**src/rtl/serial_port_ctrl.sv**
```systemverilog
// rtl/serial_port_ctrl.sv - memory-mapped serial port controller with TX FIFO and RX holding register (optional IRQ via SERIAL_IRQ_EN)
module serial_port_ctrl #(
    parameter int TX_DEPTH = 8,
    parameter int CNT_W    = $clog2(TX_DEPTH) + 1
) (
    input  logic        clock,
    input  logic        reset,
    input  logic        cpu_sel,
    input  logic [1:0]  cpu_addr,
    input  logic        cpu_wren,
    input  logic        cpu_rden,
    input  logic [31:0] cpu_wdata,
    output logic [31:0] cpu_rdata,
    input  logic [7:0]  serial_in,
    input  logic        serial_valid_in,
    input  logic        serial_ready_in,
    output logic        serial_rden_out,
    output logic [7:0]  serial_out,
    output logic        serial_wren_out
`ifdef SERIAL_IRQ_EN
    ,
    output logic        irq_out
`endif
);

    localparam int               PTR_W   = $clog2(TX_DEPTH);
    localparam logic [CNT_W-1:0] DEPTH_C = CNT_W'(TX_DEPTH);
    localparam logic [1:0] ADDR_DATA    = 2'd0;
    localparam logic [1:0] ADDR_STATUS  = 2'd1;
    localparam logic [1:0] ADDR_CONTROL = 2'd2;

    typedef enum logic {TX_IDLE, TX_SEND} tx_state_t;
    typedef enum logic [1:0] {RX_IDLE, RX_ACK, RX_HOLD} rx_state_t;

    logic [7:0]       mem_q [TX_DEPTH];
    logic [7:0]       mem_d [TX_DEPTH];
    logic [PTR_W-1:0] wr_ptr_q, wr_ptr_d, rd_ptr_q, rd_ptr_d;
    logic [CNT_W-1:0] tx_count_q, tx_count_d;
    tx_state_t        tx_state_q, tx_state_d;
    logic [7:0]       serial_out_q, serial_out_d;
    logic             serial_wren_q, serial_wren_d;
    rx_state_t        rx_state_q, rx_state_d;
    logic [7:0]       rx_data_q, rx_data_d;
    logic             rx_full_q, rx_full_d;
    logic             serial_rden_q, serial_rden_d;
    logic [31:0]      cpu_rdata_q, cpu_rdata_d;
    logic             tx_overflow_q, tx_overflow_d;
    logic             tx_en_q, tx_en_d;
    logic             rx_en_q, rx_en_d;
`ifdef SERIAL_IRQ_EN
    logic             rx_irq_en_q, rx_irq_en_d;
    logic             tx_irq_en_q, tx_irq_en_d;
    logic             irq_q, irq_d;
`endif

    logic        wr_sel, rd_sel, data_wr, data_rd;
    logic        tx_full, tx_empty, tx_pop, tx_push;
    logic [31:0] status_word, ctrl_word;
    logic        unused_wdata;

    assign wr_sel   = cpu_sel & cpu_wren;
    assign rd_sel   = cpu_sel & cpu_rden;
    assign data_wr  = wr_sel & (cpu_addr == ADDR_DATA);
    assign data_rd  = rd_sel & (cpu_addr == ADDR_DATA);
    assign tx_full  = (tx_count_q == DEPTH_C);
    assign tx_empty = (tx_count_q == '0);
    // A pop frees a slot on the same edge, so a push into a full FIFO still lands
    assign tx_pop   = (tx_state_q == TX_IDLE) & tx_en_q & ~tx_empty & serial_ready_in;
    assign tx_push  = data_wr & (~tx_full | tx_pop);
    assign unused_wdata = ^cpu_wdata[31:8];

    // Status and control words as software sees them
    always_comb begin
        status_word = 32'b0;
        status_word[0] = tx_full;
        status_word[1] = tx_empty;
        status_word[2] = rx_full_q;
        status_word[3] = tx_overflow_q;
        status_word[8 +: CNT_W] = tx_count_q;
`ifdef SERIAL_IRQ_EN
        ctrl_word = {28'b0, tx_irq_en_q, rx_irq_en_q, rx_en_q, tx_en_q};
`else
        ctrl_word = {30'b0, rx_en_q, tx_en_q};
`endif
    end

    // TX FIFO storage, pointers and occupancy
    always_comb begin
        mem_d      = mem_q;
        wr_ptr_d   = wr_ptr_q;
        rd_ptr_d   = rd_ptr_q;
        tx_count_d = tx_count_q;
        if (tx_push) begin
            mem_d[wr_ptr_q] = cpu_wdata[7:0];
            wr_ptr_d        = wr_ptr_q + PTR_W'(1);
        end
        if (tx_pop) begin
            rd_ptr_d = rd_ptr_q + PTR_W'(1);
        end
        if (tx_push && !tx_pop) begin
            tx_count_d = tx_count_q + CNT_W'(1);
        end else if (tx_pop && !tx_push) begin
            tx_count_d = tx_count_q - CNT_W'(1);
        end
    end

    // TX FSM: launch the FIFO head with a one-cycle strobe, then rest a cycle
    always_comb begin
        tx_state_d    = tx_state_q;
        serial_out_d  = serial_out_q;
        serial_wren_d = 1'b0;
        case (tx_state_q)
            TX_IDLE: begin
                if (tx_pop) begin
                    tx_state_d    = TX_SEND;
                    serial_out_d  = mem_q[rd_ptr_q];
                    serial_wren_d = 1'b1;
                end
            end
            default: tx_state_d = TX_IDLE;
        endcase
    end

    // RX FSM: pop the source, capture the byte, hold until software reads DATA
    always_comb begin
        rx_state_d    = rx_state_q;
        rx_data_d     = rx_data_q;
        rx_full_d     = rx_full_q;
        serial_rden_d = 1'b0;
        if (data_rd) begin
            rx_full_d = 1'b0;
        end
        case (rx_state_q)
            RX_IDLE: begin
                if (rx_en_q && serial_valid_in && !rx_full_q) begin
                    rx_state_d    = RX_ACK;
                    serial_rden_d = 1'b1;
                end
            end
            RX_ACK: begin
                rx_state_d = RX_HOLD;
                rx_data_d  = serial_in;
                rx_full_d  = 1'b1;
            end
            RX_HOLD: begin
                if (data_rd) begin
                    rx_state_d = RX_IDLE;
                end
            end
            default: rx_state_d = RX_IDLE;
        endcase
    end

    // Register file: read mux, control bits, sticky overflow, interrupt
    always_comb begin
        cpu_rdata_d   = cpu_rdata_q;
        tx_overflow_d = tx_overflow_q;
        tx_en_d       = tx_en_q;
        rx_en_d       = rx_en_q;
`ifdef SERIAL_IRQ_EN
        rx_irq_en_d   = rx_irq_en_q;
        tx_irq_en_d   = tx_irq_en_q;
        irq_d         = (rx_full_q & rx_irq_en_q) | (tx_empty & tx_irq_en_q);
`endif
        if (rd_sel) begin
            case (cpu_addr)
                ADDR_DATA:    cpu_rdata_d = {24'b0, rx_data_q};
                ADDR_STATUS:  cpu_rdata_d = status_word;
                ADDR_CONTROL: cpu_rdata_d = ctrl_word;
                default:      cpu_rdata_d = 32'b0;
            endcase
        end
        if (data_wr && tx_full && !tx_pop) begin
            tx_overflow_d = 1'b1;
        end else if (wr_sel && cpu_addr == ADDR_STATUS && cpu_wdata[3]) begin
            tx_overflow_d = 1'b0;
        end
        if (wr_sel && cpu_addr == ADDR_CONTROL) begin
            tx_en_d = cpu_wdata[0];
            rx_en_d = cpu_wdata[1];
`ifdef SERIAL_IRQ_EN
            rx_irq_en_d = cpu_wdata[2];
            tx_irq_en_d = cpu_wdata[3];
`endif
        end
    end

    // State registers with asynchronous active-low reset
    always_ff @(posedge clock or negedge reset) begin
        if (!reset) begin
            for (int i = 0; i < TX_DEPTH; i++) mem_q[i] <= 8'h00;
            wr_ptr_q      <= '0;
            rd_ptr_q      <= '0;
            tx_count_q    <= '0;
            tx_state_q    <= TX_IDLE;
            serial_out_q  <= 8'h00;
            serial_wren_q <= 1'b0;
            rx_state_q    <= RX_IDLE;
            rx_data_q     <= 8'h00;
            rx_full_q     <= 1'b0;
            serial_rden_q <= 1'b0;
            cpu_rdata_q   <= 32'b0;
            tx_overflow_q <= 1'b0;
            tx_en_q       <= 1'b1;
            rx_en_q       <= 1'b1;
`ifdef SERIAL_IRQ_EN
            rx_irq_en_q   <= 1'b0;
            tx_irq_en_q   <= 1'b0;
            irq_q         <= 1'b0;
`endif
        end else begin
            mem_q         <= mem_d;
            wr_ptr_q      <= wr_ptr_d;
            rd_ptr_q      <= rd_ptr_d;
            tx_count_q    <= tx_count_d;
            tx_state_q    <= tx_state_d;
            serial_out_q  <= serial_out_d;
            serial_wren_q <= serial_wren_d;
            rx_state_q    <= rx_state_d;
            rx_data_q     <= rx_data_d;
            rx_full_q     <= rx_full_d;
            serial_rden_q <= serial_rden_d;
            cpu_rdata_q   <= cpu_rdata_d;
            tx_overflow_q <= tx_overflow_d;
            tx_en_q       <= tx_en_d;
            rx_en_q       <= rx_en_d;
`ifdef SERIAL_IRQ_EN
            rx_irq_en_q   <= rx_irq_en_d;
            tx_irq_en_q   <= tx_irq_en_d;
            irq_q         <= irq_d;
`endif
        end
    end

    assign cpu_rdata       = cpu_rdata_q;
    assign serial_out      = serial_out_q;
    assign serial_wren_out = serial_wren_q;
    assign serial_rden_out = serial_rden_q;
`ifdef SERIAL_IRQ_EN
    assign irq_out         = irq_q;
`endif

endmodule

```
**config.mk**
```make
export PLATFORM = sky130hd
export DESIGN_NAME = serial_port_ctrl
export DESIGN_NICKNAME = d
export VERILOG_FILES = /design/src/rtl/serial_port_ctrl.sv
export SDC_FILE = /design/constraint.sdc
export NUM_CORES = 1
export LEC_CHECK = 0
export ABC_AREA = 1
export CORE_ASPECT_RATIO = 1.2
export CORE_MARGIN = 1.5
export CORE_UTILIZATION = 42
export CTS_CLUSTER_SIZE = 20
export DETAILED_ROUTE_END_ITERATION = 8
export PLACE_DENSITY = 0.66
export SYNTH_ARGS = -nofsm -noshare
export SYNTH_HDL_FRONTEND = slang
export SYNTH_SLANG_ARGS = --single-unit
```
**constraint.sdc**
```tcl
create_clock -name clock -period 3.45 [get_ports clock]
set_clock_uncertainty 0.15 [all_clocks]
set_input_delay 0.69 -clock clock [delete_from_list [all_inputs] [get_ports clock]]
set_output_delay 0.69 -clock clock [all_outputs]
set_load 0.005 [all_outputs]
```
==> results of run 1 <==
[cell families (layout without fill, tap and decap cells)]
kind of cell	count (synthesis)	after routing	synth area share
AOI/OAI and AO/OA	86	86	0.0894
xor gates and xnor gates	6	6	0.00976
adders and majority gates	6	6	0.0153
buffers and inverters	120	146	0.111
DFF	110	110	0.511
muxes	8	8	0.0167
other	1	20	0.000696
and+or+nand+nor	291	291	0.245
[final timing paths]
| check | endpoint | cells past startpoint |
|---|---|---|
| min in group clock | rx_state_q[0] | 1 |
| worst min register to register | rx_state_q[0] | 1 |
| max in group asynchronous | serial_out[6] | 2 |
| worst max register to register | tx_count_q[3] | 12 |
| worst max-delay path | tx_count_q[3] | 15 |
| worst min-delay path | mem_q[58] | 1 |
[stage by stage]
step,setup slack [ps],area (µm²),std cells,utilization
2_1_floorplan,892,5460,647,-
3_3_place_gp,452,5890,822,0.467
3_5_place_dp,391,5890,822,0.467
4_1_cts,775,6190,837,0.490
5_1_grt,509,6190,837,0.490
6_report,762,6190,837,0.490
[state kept, by name, summed over array words and instances, names as in the netlist]
name,count
mem_q,64
cpu_rdata,12
rx_data_q,8
serial_out,8
tx_count_q,4
rd_ptr_q,3
wr_ptr_q,3
rx_state_q,2
rx_en_q,1
rx_full_q,1
serial_rden_out,1
serial_wren_out,1
tx_en_q,1
tx_overflow_q,1
[synthesized netlist by cell type, drive strengths merged]
master,count
nand4,1
clkinv,3
nand3,63
a22o,5
xor2,3
o211ai,2
xnor2,3
dfstp,2
nor2,18
nand2,205
nor3,3
or2,1
fa,1
o22ai,1
mux2,8
clkbuf,7
a21oi,2
conb,1
inv,75
buf,35
ha,5
o21ai,76
dfrtp,108
[cell usage in the layout, fill, tap and decap left out, drive strengths merged]
cell | Yosys | final
a21oi | 2 | 2
a22o | 5 | 5
buf | 35 | 8
bufinv | 0 | 1
clkbuf | 7 | 12
clkdlybuf4s50 | 0 | 45
clkinv | 3 | 5
conb | 1 | 20
dfrtp | 108 | 108
dfstp | 2 | 2
fa | 1 | 1
ha | 5 | 5
inv | 75 | 75
mux2 | 8 | 8
nand2 | 205 | 205
nand3 | 63 | 63
nand4 | 1 | 1
nor2 | 18 | 18
nor3 | 3 | 3
o211ai | 2 | 2
o21ai | 76 | 76
o22ai | 1 | 1
or2 | 1 | 1
xnor2 | 3 | 3
xor2 | 3 | 3
[worst reg2reg max path: stages, from the launching register on]
cell	delay (ps)
sky130_fd_sc_hd__dfstp_2	550
sky130_fd_sc_hd__nand3_1	150
sky130_fd_sc_hd__a21oi_2	170
sky130_fd_sc_hd__inv_2	130
sky130_fd_sc_hd__ha_1	230
sky130_fd_sc_hd__inv_1	130
sky130_fd_sc_hd__ha_1	290
sky130_fd_sc_hd__a21oi_1	210
sky130_fd_sc_hd__nand2_1	80
sky130_fd_sc_hd__o21ai_0	70
sky130_fd_sc_hd__nand2_1	60
sky130_fd_sc_hd__nand2_1	50
sky130_fd_sc_hd__nand2_1	40
[report_power, final]
part           switching [W]  internal (W)  leakage [nW]  total (W)
Clock               0.000444      0.000599         0.149    0.00104
Sequential          0.000309       0.00176          1.44    0.00207
Combinational       0.000973      0.000726          1.38    0.00170
Total                0.00172       0.00308          2.96    0.00481
[routing by layer]
metal	GRT usage	part of all wire	wire, µm	vias up
met5	0	0	0	-
met4	0.0763	0.025	286	0
met3	0.0464	0.052	608	20
met2	0.307	0.48	5650	89
met1	0.235	0.44	5120	1945
li1	-	-	-	2029
[cell type report]
class / instances / share of cell area
Clock buffer: 12 / 0.0415
Clock inverter: 3 / 0.00708
Inverter: 78 / 0.0481
Multi-Input combinational cell: 417 / 0.340
Sequential cell: 110 / 0.445
Tap cell: 164 / 0.0332
Timing Repair Buffer: 53 / 0.0845
==> results by group, run 1 <==
Die
  – Horizontal die dimension: ~110 µm
  – Initial standard-cell utilization of the core: 0.427
  – Io pins: 91
  – Core Rows: 45
  – Core box area: ~13,000 µm²
  – Die Height: between 100 and 150 µm
  – DIE AREA: 13,500 µm²

Critical path
  – Buffers plus inverters on the worst setup path: 4
  – CP Launch Point: cpu_addr[0]
  – Maximum net fanout on the critical path: 4
  – Cell with the biggest individual delay on the critical path: sky130_fd_sc_hd__clkdlybuf4s50_1
  – Classification of the worst setup path: primary input to flop
  – Reg-to-reg critical path startpoint: tx_en_q
  – Element type at the critical path end: flop
  – Data arrival time at the worst-slack endpoint: 2780 ps
  – List of cells traversed by the critical path: clkdlybuf4s50_1 -> nor2_2 -> nand2_1 -> clkinv_4 -> nand2_2 -> inv_2 -> ha_1 -> inv_1 -> ha_1 -> a21oi_1 -> nand2_1 -> o21ai_0 -> nand2_1 -> nand2_1 -> nand2_1
  – Cell with the most instances on the worst path: sky130_fd_sc_hd__nand2_1
  – Internal reg-to-reg setup slack: roughly 1000 ps
  – Data required time at the worst endpoint: ~3600 ps
  – Startpoint types: primary input
  – Family with the most delay on the worst path: buffers and inverters
  – Peak per-stage delay on the critical path: 470 ps

Final layout
  – Filler instances: about 1.3k
  – Share of cells above drive strength 1: 0.0906
  – Synth-to-layout area growth: 14.8%
  – # diodes: 0
  – Fin nets: ~720
  – Area of the multi-input gates: roughly 2100 µm²
  – Storage element area: ~2800 µm²

Power
  – Cell Pwr Density: 777 nW/µm²
  – Maximum ir drop on the vdd rail: between 0.2 and 0.3 mV
  – Overall Power: 0.00481 W
  – Pleak: around 3 nW

STA
  – Final TNS setup: 0 ps
  – FMAX: between 300 and 400 MHz
  – Setup repair after global routing missed its margin: false
  – Worst Max-Slew Pin Slew: slightly below 700 ps
  – Max Slew Vio Count: 0
  – Hold Violations, Final: 0
  – Final critical-path required period: between 2000 and 3000 ps
  – Count of endpoints failing setup in the final report: 0
  – Final cycle utilization of the critical path: 0.779
  – Fin Hold WS: ~200 ps
  – Headroom to the max-slew limit: 0.537

Logic synthesis
  – Top area cells in the synthesized netlist: sky130_fd_sc_hd__dfrtp_1 (50%), sky130_fd_sc_hd__nand2_1 (14%), sky130_fd_sc_hd__o21ai_1 (5.5%)
  – Avg Inst Size Synth: 8.58 µm²
  – Count of distinct cell types in the synthesized netlist: 34
  – Synth Warn #: 0
  – Share of the synthesized area in the top cell type: 0.502
  – Mapped cell area: approximately 5400 µm²
  – Post-synthesis register bit count: 110
  – Post-synthesis cell type with the largest combined area: sky130_fd_sc_hd__dfrtp_1
  – Sequential area share after synthesis: 0.511
  – Gate count of the mapped netlist: ~630

Detailed routing
  – Final wirelength: 11,700 µm
  – Remaining antenna violation count after routing: 0
  – Drt pass-1 iters: 4
  – Detailed-route via count: 4,083
  – Number of remaining DRC errors: 0
  – Average routed wire per standard cell: about 14 µm
  – Iteration-0 DRC count of the detailed router: between 200 and 300
  – Routed via count divided by cell count: slightly below 5

Clock network
  – Buffer levels on the longest clock path: 2
  – Clock latency on the worst-skew pair: ~350 ps
  – Clock H-tree levels: 3
  – Number of buffers inserted by post-CTS setup repair: 0
  – Clock slew at reported path FFs: ~70 ps
  – Count of hold buffers inserted by post-cts repair: 0
  – TritonCTS sink count: 110
  – TritonCTS clock tree: yes
  – Number of CTS-inserted buffers: 9
  – Clk root buf: sky130_fd_sc_hd__clkbuf_16
  – Post_cts resized: 0

Global routing
  – Initial antenna violation count: 0
  – Via count of the first global-routing pass: approximately 4k
  – First-pass GRT wire length: slightly below 20,000 µm
  – Largest net degree at the start of global routing: between 60 and 70
  – Total grt overflow: 0
  – Global Route Usage Sum: 0.187

Placed design
  – Count of input and output buffers: 46
  – Estimated wirelength of the detail-placed design: about 7800 µm
  – Last weighted congestion value of the routability-driven placer: slightly above 0.8

Run status
  – Result of the run: finished, final reports clean

Run
  – Number of maximum-capacitance violations: 0

Min path
  – Min-Delay Path Class: primary input to asynchronous set/reset pin
No activity file was read; power rests on OpenSTA's default activity.
==> run 2, diff against run 1 <==
Clock period 3.45 ns to 2.6 ns, I/O delays scaled along.
==> results by group, run 2 (synthesized netlist as in run 1, its figures left out) <==
Global routing
  – First-pass GRT wire length: 20,100 µm (was 19,700 µm)
  – Via count of the first global-routing pass: 4,193 (was 4,029)
  – Largest net degree at the start of global routing: 111 (was 64)
  – Global Route Usage Sum: 0.190 (was 0.187)
  – Total grt overflow: 0 (unchanged)
  – Initial antenna violation count: 0 (unchanged)

Critical path
  – Data arrival time at the worst-slack endpoint: 2440 ps (was 2780 ps)
  – Maximum net fanout on the critical path: 3 (was 4)
  – Data required time at the worst endpoint: 2710 ps (was 3550 ps)
  – Classification of the worst setup path: primary input to flop (unchanged)
  – CP Launch Point: cpu_sel (was cpu_addr[0])
  – Startpoint types: primary input (unchanged)
  – Peak per-stage delay on the critical path: 480 ps (was 470 ps)
  – Element type at the critical path end: flop (unchanged)
  – Cell with the biggest individual delay on the critical path: sky130_fd_sc_hd__clkdlybuf4s50_1 (unchanged)
  – Endpoint of the lowest-slack register-to-register path: tx_count_q[3] (unchanged)
  – List of cells traversed by the critical path: clkdlybuf4s50_1 -> nand2_1 -> inv_1 -> nand2_1 -> clkinv_4 -> nand2_2 -> inv_2 -> ha_1 -> inv_1 -> buf_4 -> fa_1 -> xnor2_1 -> o21ai_0 (was clkdlybuf4s50_1 -> nor2_2 -> nand2_1 -> clkinv_4 -> nand2_2 -> inv_2 -> ha_1 -> inv_1 -> ha_1 -> a21oi_1 -> nand2_1 -> o21ai_0 -> nand2_1 -> nand2_1 -> nand2_1)
  – Internal reg-to-reg setup slack: 380 ps (was 1030 ps)
  – Reg-to-reg critical path startpoint: tx_en_q (unchanged)
  – Cell depth of the worst flop-to-flop path: 12 (unchanged)

Final layout
  – Commonest cells after routing, fill and taps aside: sky130_fd_sc_hd__nand2_1 (200), sky130_fd_sc_hd__dfrtp_1 (108), sky130_fd_sc_hd__inv_1 (72), sky130_fd_sc_hd__o21ai_1 (59), sky130_fd_sc_hd__nand3_1 (54) (unchanged)
  – Final instance area: 6250 µm² (was 6190 µm²)
  – Fin nets: 735 (was 724)
  – Storage element area: 2760 µm² (unchanged)
  – Area of the multi-input gates: 2100 µm² (unchanged)
  – Share of cells above drive strength 1: 0.108 (was 0.0906)
  – Filler instances: 1,210 (was 1,266)
  – Final core utilization: 0.496 (was 0.490)
  – # diodes: 0 (unchanged)
  – Synth-to-layout area growth: 16.0% (was 14.8%)
  – Number of flip-flops under the largest register name: 64 (unchanged)
  – Biggest register: mem_q (unchanged)
  – Most frequent standard cell in the layout excluding fill and tap cells: sky130_fd_sc_hd__nand2_1 (unchanged)

Detailed routing
  – Iteration-0 DRC count of the detailed router: 221 (was 261)
  – Final wirelength: 11,900 µm (was 11,700 µm)
  – Detailed-route via count: 4,165 (was 4,083)
  – Remaining antenna violation count after routing: 0 (unchanged)
  – Drt pass-1 iters: 5 (was 4)
  – Number of remaining DRC errors: 0 (unchanged)
  – Routed via count divided by cell count: 4.91 (was 4.88)
  – Average routed wire per standard cell: 14.0 µm (was 13.9 µm)

Placed design
  – Estimated wirelength of the detail-placed design: 7800 µm (about the same)
  – Count of input and output buffers: 46 (unchanged)
  – Dpl cell area: 5970 µm² (was 5890 µm²)
  – Last weighted congestion value of the routability-driven placer: 0.817 (was 0.822)

Die
  – Die Height: 127 µm (unchanged)
  – Core box area: 12,600 µm² (unchanged)
  – Horizontal die dimension: 106 µm (unchanged)
  – Initial standard-cell utilization of the core: 0.427 (unchanged)
  – Io pins: 91 (unchanged)
  – Core Rows: 45 (unchanged)
  – DIE AREA: 13,500 µm² (unchanged)

Clock network
  – Clock H-tree levels: 3 (unchanged)
  – Clock slew at reported path FFs: 70 ps (about the same)
  – Number of CTS-inserted buffers: 9 (unchanged)
  – Number of buffers inserted by post-CTS setup repair: 0 (unchanged)
  – Clock latency on the worst-skew pair: 350 ps (about the same)
  – TritonCTS clock tree: yes (unchanged)
  – TritonCTS sink count: 110 (unchanged)
  – Buffer levels on the longest clock path: 2 (unchanged)
  – Count of hold buffers inserted by post-cts repair: 0 (unchanged)
  – Post_cts resized: 0 (unchanged)
  – Clk root buf: sky130_fd_sc_hd__clkbuf_16 (unchanged)

Power
  – Maximum ir drop on the vdd rail: 0.383 mV (was 0.297 mV)
  – Pleak: 3.00 nW (was 2.96 nW)
  – Overall Power: 0.00636 W (was 0.00481 W)
  – Cell Pwr Density: 1020 nW/µm² (was 777 nW/µm²)

STA
  – Headroom to the max-slew limit: 0.594 (was 0.537)
  – Final critical-path required period: approximately 2300 ps
  – FMAX: about 430 MHz
  – Final cycle utilization of the critical path: 0.897
  – Count of endpoints failing setup in the final report: 0 (unchanged)
  – Hold Violations, Final: 0 (unchanged)
  – Max Slew Vio Count: 0 (unchanged)
  – Final TNS setup: 0 ps (unchanged)
  – Fin Hold WS: 67.0 ps (was 202 ps)
  – Setup repair after global routing missed its margin: false (unchanged)
  – Worst Max-Slew Pin Slew: 609 ps (was 694 ps)

Min path
  – Min-Delay Path Class: primary input to asynchronous set/reset pin (unchanged)

Run
  – Number of maximum-capacitance violations: 0 (unchanged)

Run status
  – Result of the run: finished, final reports clean (unchanged)
[run 2: power breakdown]
group          total, W  switching, W  internal [W]
Clock           0.00133      0.000644      0.000682
Sequential      0.00273      0.000395       0.00233
Combinational   0.00231       0.00132      0.000989
[run 2: final cells by class]
class,count,area share
sequential,110,0.441
multi-input combinational,417,0.337
timing repair buffer,64,0.0969
inverter,78,0.0476
clock buffer,10,0.0382
tap,164,0.0328
clock inverter,6,0.00701
[run 2: worst max path at each step]
| stage | end | slack [ps] |
|---|---|---|
| after floorplan | tx_count_q[3] | 210 |
| after global placement | tx_count_q[3] | -80 |
| after detailed placement | tx_count_q[2] | -120 |
| after CTS | tx_count_q[2] | 250 |
| after global routing | tx_count_q[3] | 7 |
| final | tx_count_q[2] | 270 |
[run 2: per-stage QoR]
stage                     std cells  setup slack [ps]
final                           849               267
after global routing            849              6.55
after CTS                       849               248
after floorplan                 647               212
after global placement          833             -75.8
after detailed placement        833              -118
[run 2: layer usage]
metal  global-route usage  share of wire
met5                    0              0
met3               0.0347          0.052
met4               0.0994          0.028
met2                0.315           0.48
met1                0.237           0.44
[run 2: worst max-delay path, delay by kind of cell]
| kind | cells | cell delay [ps] |
|---|---|---|
| buf+inv | 6 | 870 |
| fa+ha+maj | 2 | 520 |
| simple gates | 3 | 240 |
| compound gates | 1 | 180 |
| xor+xnor | 1 | 130 |
==> run 3, diff against run 2 <==
Settings changed: CORE_MARGIN 1.5 to 2.
==> results by group, run 3 (synthesized netlist as in run 1, its figures left out) <==
STA
  – FMAX: 422 MHz (was 429 MHz)
  – Final critical-path setup slack: 231 ps (was 267 ps)
  – Max Slew Vio Count: 0 (unchanged)
  – Headroom to the max-slew limit: 0.617 (was 0.594)
  – Final cycle utilization of the critical path: 0.911 (was 0.897)
  – Fin Hold WS: 19.3 ps (was 67.0 ps)
  – Final critical-path required period: 2370 ps (was 2330 ps)
  – Setup repair after global routing missed its margin: false (unchanged)
  – Worst Max-Slew Pin Slew: 570 ps (was 609 ps)
  – Count of endpoints failing setup in the final report: 0 (unchanged)
  – Hold Violations, Final: 0 (unchanged)

Detailed routing
  – Routed via count divided by cell count: 4.88 (was 4.91)
  – Detailed-route via count: 4,144 (was 4,165)
  – Drt pass-1 iters: 4 (was 5)
  – Final wirelength: 11,900 µm (about the same)
  – Average routed wire per standard cell: 14.0 µm (about the same)
  – Remaining antenna violation count after routing: 0 (unchanged)
  – Iteration-0 DRC count of the detailed router: 233 (was 221)
  – Number of remaining DRC errors: 0 (unchanged)

Die
  – Horizontal die dimension: 107 µm (was 106 µm)
  – Core Rows: 45 (unchanged)
  – Core box area: 12,600 µm² (unchanged)
  – Die Height: 128 µm (was 127 µm)
  – Io pins: 91 (unchanged)
  – Initial standard-cell utilization of the core: 0.427 (unchanged)
  – DIE AREA: 13,800 µm² (was 13,500 µm²)

Power
  – Sequential cell fraction of total power: 0.428 (was 0.429)
  – Cell Pwr Density: 1020 nW/µm² (about the same)
  – Clock network fraction of total power: 0.218 (was 0.209)
  – Pleak: 3.02 nW (was 3.00 nW)
  – Internal Pwr Total: 0.00416 W (was 0.00400 W)
  – Net switching power: 0.00228 W (was 0.00236 W)
  – Fraction of power spent switching nets: 0.354 (was 0.371)
  – Portion of total power attributed to combinational logic: 0.354 (was 0.363)
  – Maximum ir drop on the vdd rail: 0.401 mV (was 0.383 mV)

Clock network
  – Count of hold buffers inserted by post-cts repair: 0 (unchanged)
  – Clk root buf: sky130_fd_sc_hd__clkbuf_16 (unchanged)
  – Clock H-tree levels: 3 (unchanged)
  – Clock latency on the worst-skew pair: 350 ps (about the same)
  – Buffer levels on the longest clock path: 2 (unchanged)
  – Number of buffers inserted by post-CTS setup repair: 0 (unchanged)
  – Number of CTS-inserted buffers: 9 (unchanged)
  – TritonCTS sink count: 110 (unchanged)
  – Clock slew at reported path FFs: 70 ps (about the same)
  – TritonCTS clock tree: yes (unchanged)
  – Post_cts resized: 0 (unchanged)

Final layout
  – Number of flip-flops under the largest register name: 64 (unchanged)
  – Biggest register: mem_q (unchanged)
  – Most frequent standard cell in the layout excluding fill and tap cells: sky130_fd_sc_hd__nand2_1 (unchanged)
  – # diodes: 0 (unchanged)
  – Synth-to-layout area growth: 16.7% (was 16.0%)
  – Fin nets: 738 (was 735)
  – Share of cells above drive strength 1: 0.107 (was 0.108)
  – Commonest cells after routing, fill and taps aside: sky130_fd_sc_hd__nand2_1 (199), sky130_fd_sc_hd__dfrtp_1 (108), sky130_fd_sc_hd__inv_1 (72), sky130_fd_sc_hd__o21ai_1 (59), sky130_fd_sc_hd__nand3_1 (54) (was sky130_fd_sc_hd__nand2_1 (200), sky130_fd_sc_hd__dfrtp_1 (108), sky130_fd_sc_hd__inv_1 (72), sky130_fd_sc_hd__o21ai_1 (59), sky130_fd_sc_hd__nand3_1 (54))
  – Filler instances: 1,226 (was 1,210)

Critical path
  – Element type at the critical path end: flop (unchanged)
  – Classification of the worst setup path: primary input to flop (unchanged)
  – Peak per-stage delay on the critical path: 480 ps (about the same)
  – Cell depth of the worst flop-to-flop path: 12 (unchanged)
  – Data required time at the worst endpoint: 2690 ps (was 2710 ps)
  – List of cells traversed by the critical path: clkdlybuf4s50_1 -> nand2_1 -> inv_1 -> nand2_2 -> clkinv_4 -> nand2_2 -> inv_2 -> ha_1 -> inv_1 -> ha_1 -> a21oi_1 -> nand2_1 -> o21ai_0 -> nand2_1 -> nand2_1 -> nand2_1 (was clkdlybuf4s50_1 -> nand2_1 -> inv_1 -> nand2_1 -> clkinv_4 -> nand2_2 -> inv_2 -> ha_1 -> inv_1 -> buf_4 -> fa_1 -> xnor2_1 -> o21ai_0)
  – Cell with the biggest individual delay on the critical path: sky130_fd_sc_hd__clkdlybuf4s50_1 (unchanged)
  – Cell with the most instances on the worst path: sky130_fd_sc_hd__nand2_1
  – Data arrival time at the worst-slack endpoint: 2460 ps (was 2440 ps)
  – Startpoint types: primary input (unchanged)
  – Maximum net fanout on the critical path: 3 (unchanged)

Placed design
  – Estimated wirelength of the detail-placed design: 8280 µm (was 7800 µm)
  – Count of input and output buffers: 46 (unchanged)
  – Last weighted congestion value of the routability-driven placer: 0.808 (was 0.817)
  – Minimum setup slack after placement: -176 ps (was -118 ps)

Global routing
  – Largest net degree at the start of global routing: 44 (was 111)
  – Global Route Usage Sum: 0.188 (was 0.190)
  – Met2 GRT Util: 0.312 (was 0.315)
  – Met1 capacity usage during global routing: 0.236 (was 0.237)
  – Met3 Usage GRT: 0.0397 (was 0.0347)
  – First-pass GRT wire length: 20,200 µm (was 20,100 µm)
  – GRT Max-Usage Layer: met2 (unchanged)
  – Total grt overflow: 0 (unchanged)
  – Initial antenna violation count: 0 (unchanged)
  – Via count of the first global-routing pass: 4,089 (was 4,193)

Run
  – Number of maximum-capacitance violations: 0 (unchanged)

Run status
  – Result of the run: finished, final reports clean (unchanged)

Min path
  – Min-Delay Path Class: primary input to asynchronous set/reset pin (unchanged)
-- run 3: path summary, 6_finish.rpt --
kind                               start         endpoint  slack (ps)
max                              cpu_sel    tx_count_q[3]         230
min                                reset        mem_q[34]          20
max reg2reg                      tx_en_q    tx_count_q[3]         330
min reg2reg                rx_state_q[0]  serial_rden_out         320
max in group asynchronous          reset          rx_en_q        1620
min in group clock         rx_state_q[0]  serial_rden_out         320
-- run 3: layout make-up --
type | count | area [µm²] | area share
clock buffers | 11 | 233 | 0.0370
flip-flops and latches | 110 | 2760 | 0.438
well taps | 164 | 205 | 0.0326
clock inverters | 2 | 60.1 | 0.00955
multi-input cells | 417 | 2110 | 0.335
repair buffers | 67 | 628 | 0.0999
inverters | 78 | 298 | 0.0474
-- run 3: worst max-delay path: cells and delay by family --
| kind | cells | cell delay (ps) |
|---|---|---|
| buffers and inverters | 5 | 730 |
| and+or+nand+nor | 7 | 460 |
| AOI/OAI and AO/OA | 2 | 270 |
| adders and majority gates | 2 | 470 |
-- run 3: power by group through the flow --
stage | logic, W | registers [W] | clock network, W
after floorplan | 0.00165 | 0.00267 | 0
after global placement | 0.00223 | 0.00275 | 0
after detailed placement | 0.00230 | 0.00278 | 0
after CTS | 0.00231 | 0.00275 | 0.00145
after global routing | 0.00261 | 0.00284 | 0.00151
final | 0.00228 | 0.00276 | 0.00141
-- run 3: through the flow --
step / total power, W / area [µm²] / util / instances / setup TNS, ps
6_report: 0.00644 / 6290 / 0.498 / 849 / 0
3_5_place_dp: 0.00507 / 5990 / 0.475 / 836 / -366
4_1_cts: 0.00651 / 6280 / 0.498 / 849 / 0
3_3_place_gp: 0.00498 / 5990 / 0.475 / 836 / -122
2_1_floorplan: 0.00432 / 5460 / - / 647 / 0
5_1_grt: 0.00696 / 6290 / 0.498 / 849 / 0
-- run 3: layer usage --
| metal | up-vias | routed length, µm |
|---|---|---|
| met1 | 1971 | 5300 |
| met2 | 92 | 5780 |
| met4 | 0 | 348 |
| li1 | 2059 | - |
| met3 | 22 | 464 |
| met5 | - | 0 |
